[src/rtl/crypto_insn_encoder.sv]
// Request-driven RV32I / Zknh-SHA256 instruction encoder with a registered issue port.
// Op 15 expands into SHA256SUM0, SUM1, SIG0, SIG1 on consecutive destination registers.
module crypto_insn_encoder #(
  parameter int          CNT_W    = 8,
  parameter logic [31:0] NOP_WORD = 32'h00000013
) (
  input  logic             clk,
  input  logic             rst,
  input  logic             req_valid,
  output logic             req_ready,
  input  logic [4:0]       req_op,
  input  logic [4:0]       req_rd,
  input  logic [4:0]       req_rs1,
  input  logic [4:0]       req_rs2,
  input  logic [11:0]      req_imm,
  output logic             insn_valid,
  input  logic             insn_ready,
  output logic [31:0]      insn,
  output logic             busy,
  output logic             err,
  output logic [CNT_W-1:0] illegal_cnt
);

  localparam logic [0:0] ST_IDLE   = 1'b0;
  localparam logic [0:0] ST_EXPAND = 1'b1;

  localparam logic [6:0] OPC_OP     = 7'b0110011;
  localparam logic [6:0] OPC_OP_IMM = 7'b0010011;

  logic [0:0]       state_q, state_d;
  logic [1:0]       k_q, k_d;
  logic [4:0]       rd_base_q, rd_base_d;
  logic [4:0]       rs1_base_q, rs1_base_d;
  logic [31:0]      insn_q, insn_d;
  logic             insn_valid_q, insn_valid_d;
  logic             err_q, err_d;
  logic [CNT_W-1:0] cnt_q, cnt_d;

  logic        out_free;
  logic        req_fire;
  logic        load_en;
  logic [31:0] load_word;
  logic [2:0]  r_funct3;
  logic [6:0]  r_funct7;

  function automatic logic [31:0] sha_word(input logic [1:0] sel,
                                           input logic [4:0] rd,
                                           input logic [4:0] rs1);
    return {7'b0001000, 3'b000, sel, rs1, 3'b001, rd, OPC_OP_IMM};
  endfunction

  assign out_free  = !insn_valid_q || insn_ready;
  assign req_ready = (state_q == ST_IDLE) && out_free;
  assign req_fire  = req_valid && req_ready;

  always_comb begin
    r_funct3 = 3'b000;
    case (req_op)
      5'd2:    r_funct3 = 3'b001;
      5'd3:    r_funct3 = 3'b010;
      5'd4:    r_funct3 = 3'b011;
      5'd5:    r_funct3 = 3'b100;
      5'd6:    r_funct3 = 3'b101;
      5'd7:    r_funct3 = 3'b101;
      5'd8:    r_funct3 = 3'b110;
      5'd9:    r_funct3 = 3'b111;
      default: r_funct3 = 3'b000;
    endcase
    r_funct7 = (req_op == 5'd1 || req_op == 5'd7) ? 7'b0100000 : 7'b0000000;
  end

  always_comb begin
    state_d      = state_q;
    k_d          = k_q;
    rd_base_d    = rd_base_q;
    rs1_base_d   = rs1_base_q;
    insn_d       = insn_q;
    insn_valid_d = insn_valid_q;
    err_d        = 1'b0;
    cnt_d        = cnt_q;
    load_en      = 1'b0;
    load_word    = NOP_WORD;

    // A take with nothing new to load drops back to the idle NOP word.
    if (insn_valid_q && insn_ready) begin
      insn_valid_d = 1'b0;
      insn_d       = NOP_WORD;
    end

    case (state_q)
      ST_IDLE: begin
        if (req_fire) begin
          if (req_op <= 5'd9) begin
            load_en   = 1'b1;
            load_word = {r_funct7, req_rs2, req_rs1, r_funct3, req_rd, OPC_OP};
          end else if (req_op == 5'd10) begin
            load_en   = 1'b1;
            load_word = {req_imm, req_rs1, 3'b000, req_rd, OPC_OP_IMM};
          end else if (req_op <= 5'd14) begin
            // ops 11..14 map to sel 0..3; low two bits plus one does that mod 4
            load_en   = 1'b1;
            load_word = sha_word(req_op[1:0] + 2'd1, req_rd, req_rs1);
          end else if (req_op == 5'd15) begin
            load_en    = 1'b1;
            load_word  = sha_word(2'd0, req_rd, req_rs1);
            rd_base_d  = req_rd;
            rs1_base_d = req_rs1;
            k_d        = 2'd1;
            state_d    = ST_EXPAND;
          end else begin
            err_d = 1'b1;
            if (cnt_q != {CNT_W{1'b1}}) cnt_d = cnt_q + 1'b1;
          end
        end
      end
      default: begin
        if (out_free) begin
          load_en   = 1'b1;
          load_word = sha_word(k_q, rd_base_q + {3'b000, k_q}, rs1_base_q);
          k_d       = k_q + 2'd1;
          if (k_q == 2'd3) state_d = ST_IDLE;
        end
      end
    endcase

    if (load_en) begin
      insn_d       = load_word;
      insn_valid_d = 1'b1;
    end
  end

  always_ff @(posedge clk or posedge rst) begin
    if (rst) begin
      state_q      <= ST_IDLE;
      k_q          <= 2'd0;
      rd_base_q    <= 5'd0;
      rs1_base_q   <= 5'd0;
      insn_q       <= NOP_WORD;
      insn_valid_q <= 1'b0;
      err_q        <= 1'b0;
      cnt_q        <= '0;
    end else begin
      state_q      <= state_d;
      k_q          <= k_d;
      rd_base_q    <= rd_base_d;
      rs1_base_q   <= rs1_base_d;
      insn_q       <= insn_d;
      insn_valid_q <= insn_valid_d;
      err_q        <= err_d;
      cnt_q        <= cnt_d;
    end
  end

  assign insn        = insn_q;
  assign insn_valid  = insn_valid_q;
  assign busy        = (state_q == ST_EXPAND);
  assign err         = err_q;
  assign illegal_cnt = cnt_q;

endmodule

[config.mk]
export PLATFORM = sky130hd
export DESIGN_NAME = crypto_insn_encoder
export DESIGN_NICKNAME = d
export VERILOG_FILES = /design/src/rtl/crypto_insn_encoder.sv
export SDC_FILE = /design/constraint.sdc
export NUM_CORES = 1
export LEC_CHECK = 0
export ABC_AREA = 1
export CAP_MARGIN = 40
export CORE_ASPECT_RATIO = 0.6
export CORE_MARGIN = 2
export CORE_UTILIZATION = 35
export CTS_CLUSTER_SIZE = 40
export DETAILED_ROUTE_END_ITERATION = 12
export MAX_ROUTING_LAYER = met4
export PLACE_DENSITY = 0.66
export SLEW_MARGIN = 20
export SYNTH_ARGS = -nofsm -noshare
export SYNTH_HDL_FRONTEND = slang
export SYNTH_SLANG_ARGS = --single-unit
[constraint.sdc]
create_clock -name clk -period 2.19 [get_ports clk]
set_input_delay 0.438 -clock clk [delete_from_list [all_inputs] [get_ports clk]]
set_output_delay 0.438 -clock clk [all_outputs]
set_load 0.05 [all_outputs]
==> run metrics <==
routed wire length 7.11 mm; IO Port Bufs 73; DP Area 3670 sq um; pwr/cell area 1110 nW/um^2; Via-to-Cell Ratio 4.61; final setup violation count 0; htree depth 2; FF+latch count, synth 49; root buf cell clkbuf_16; Yosys cell types 33; routability cong. 0.850; vias in the first global route 2395; Synth Instances 341; Warnings, synthesis 0; WS Path Type reg -> out; 1st-pass router iterations 4; layout cells sized above 1 0.112; Reg2Reg Setup Slack 0.43 ns; Skew-Pair Late Insertion Delay 0.29 ns; RSZ-0062 raised after global routing false; num ports 80; postcts setup bufs 0; TritonCTS clock tree done; Synth Flop Type dfrtp_1; HP Start insn[27]$_DFFE_PP0P_; grt ovf 0; first-pass GRT wire length 11.6 mm; WHS Path Cells 2; Final Hold Viols 0; CTS max path bufs 2; dpl hpwl 5.59 mm; Cell Chain, Critical Path clkdlybuf4s50_1; CTS clock-pin slew for the worst setup and hold paths 0.07 ns; Area Overhead vs Synth 42.1%; Period Utilization, post-route 0.927; CP bufs+invs 1; WL per Instance 13.1 um; Pwr Total 4.21 mW; outcome finished clean; largest net degree at the start of global routing 26; die width 117 um; post-CTS sizing 0; CORE AREA 7330 sq um; Post-DRT Antenna Nets 0; Die Area 8390 sq um; Max Cap Viol 0; Initial Utilization 0.366; fin crit period 2.03 ns; row count 24; Critical-path top delay cell clkdlybuf4s50_1; Async SR Flop Fraction 1.00; CTS Buf Count 5; Nets 484; reg2reg start k_q[0]$_DFFE_PP0P_; DIE HEIGHT 71.8 um; hold path endpoint insn[27]$_DFFE_PP0P_; post-route core utilization 0.519; Max Slew Vio Count 0; delay-heaviest family, CP buffers and inverters; Hold-fix buffers, CTS 0; Avg Cell Area, Syn 7.86 sq um; post-route cell area 3810 sq um; GRT met1 Usage 0.278; drc violations 0; CP startpoint kind flop; number of diodes 0; skew final 0.00607 ns; initial antenna violation count 0; Iteration-0 DRC Markers 106; WP data required 1.75 ns; Slew HR 0.626; type of the worst min-delay path reg -> reg; vias after detailed routing 2500; GRT Util Overall 0.182; Global Route met2 Usage 0.245; EDFF count, synth 0; GRT Max-Usage Layer met1; leakage 1.89 nW; crit end category primary output; worst ir drop on vdd 0.000799 V; Worst EP arrival 1.59 ns; sequential area share after synthesis 0.458; met3 GRT Util 0.0423; CP max stage delay 0.86 ns; reg2reg path depth 7; Max Freq 493 MHz; Post-Syn Area 2680 sq um; Sink Count 49; Worst-Margin Slew 0.559 ns; CP Max Fanout 6; reg2reg end insn[11]$_DFFE_PP0P_
-- registers in the layout (all words and copies together), names as in the netlist --
register and cells:
busy 1, err 1, illegal_cnt 8, insn 26, insn_valid 1, k_q 2
rd_base_q 5, rs1_base_q 5
-- cells in the final DEF, fill, tap and decap left out, drive strengths merged --
master and count:
nand2 123, clkdlybuf4s50 72, dfrtp 49, inv 43, buf 26, o21ai 24, nand3 22, nor2 20
ha 10, a21oi 9, nand4 7, clkbuf 7, conb 6, xnor2 4, nor3 3, o22ai 3
mux2i 1, clkinv 1, a31o 1, o31ai 1, a22oi 1, a21boi 1, xor2 1, nand3b 1
fa 1, clkinvlp 1
-- layer usage --
metal,up-vias,routed length [um]
li1,1253,-
met1,1156,3700
met2,89,2860
met3,2,528
met4,0,17
met5,-,0
-- layout make-up --
type / count / area [sq um]
Tap cell: 104 / 130
Sequential cell: 49 / 1230
Multi-Input combinational cell: 239 / 1200
Clock inverter: 1 / 7.51
Timing Repair Buffer: 98 / 941
Fill cell: 745 / 3520
Clock buffer: 7 / 133
Inverter: 44 / 166
-- power breakdown --
group | switching, mW | internal (mW)
combinational | 1.36 | 0.740
sequential | 0.217 | 1.15
clock | 0.318 | 0.424
total | 1.89 | 2.32
-- synth_stat cells (2+ instances only) --
library cell | n | share of area
nor3_1 | 3 | 0.0056
nand2_4 | 2 | 0.0084
nand4_1 | 7 | 0.016
inv_1 | 41 | 0.057
dfrtp_1 | 49 | 0.46
nor2_1 | 16 | 0.022
buf_2 | 3 | 0.0056
buf_4 | 6 | 0.017
nand2_1 | 116 | 0.16
o21ai_0 | 12 | 0.022
inv_2 | 2 | 0.0028
buf_6 | 3 | 0.013
nor2_4 | 2 | 0.0084
nand3_1 | 21 | 0.039
xnor2_1 | 4 | 0.013
conb_1 | 2 | 0.0028
o22ai_1 | 3 | 0.0070
nor2_2 | 2 | 0.0047
o21ai_1 | 12 | 0.022
ha_1 | 10 | 0.047
a21oi_1 | 9 | 0.017
nand2_2 | 5 | 0.012
-- stage by stage --
step / setup WS (ns) / TNS [ns] / hold slack (ns) / instances
detailed placement: -0.0682 / -1.15 / 0.462 / 534
finish: 0.160 / 0 / 0.472 / 542
global route: 0.0480 / 0 / 0.493 / 542
floorplan: 0.489 / 0 / 0.459 / 345
global placement: -0.0106 / -0.106 / 0.453 / 534
CTS: 0.151 / 0 / 0.478 / 542
-- kinds of logic (layout without fill, tap and decap cells) --
group,after synthesis,in the layout,synth area share
and+or+nand+nor,176,176,0.286
buffers and inverters,57,150,0.0990
DFF,49,49,0.458
AOI/OAI and AO/OA,40,40,0.0803
adders and majority gates,11,11,0.0542
xor gates and xnor gates,5,5,0.0163
other,2,6,0.00280
muxes,1,1,0.00374
-- worst max path at each step --
stage | startpoint | to | slack [ns] | cells past startpoint
CTS | illegal_cnt[3]$_DFFE_PP0P_ | illegal_cnt[3] | 0.15 | 1
floorplan | illegal_cnt[0]$_DFFE_PP0P_ | illegal_cnt[3]$_DFFE_PP0P_ | 0.49 | 8
detailed placement | req_op[0] | insn[22]$_DFFE_PP0P_ | -0.07 | 13
global placement | req_op[0] | insn[10]$_DFFE_PP0P_ | -0.01 | 13
global route | req_op[0] | insn[23]$_DFFE_PP0P_ | 0.05 | 13
finish | illegal_cnt[3]$_DFFE_PP0P_ | illegal_cnt[3] | 0.16 | 1
Note: power is estimated with default switching activity, not from simulation.
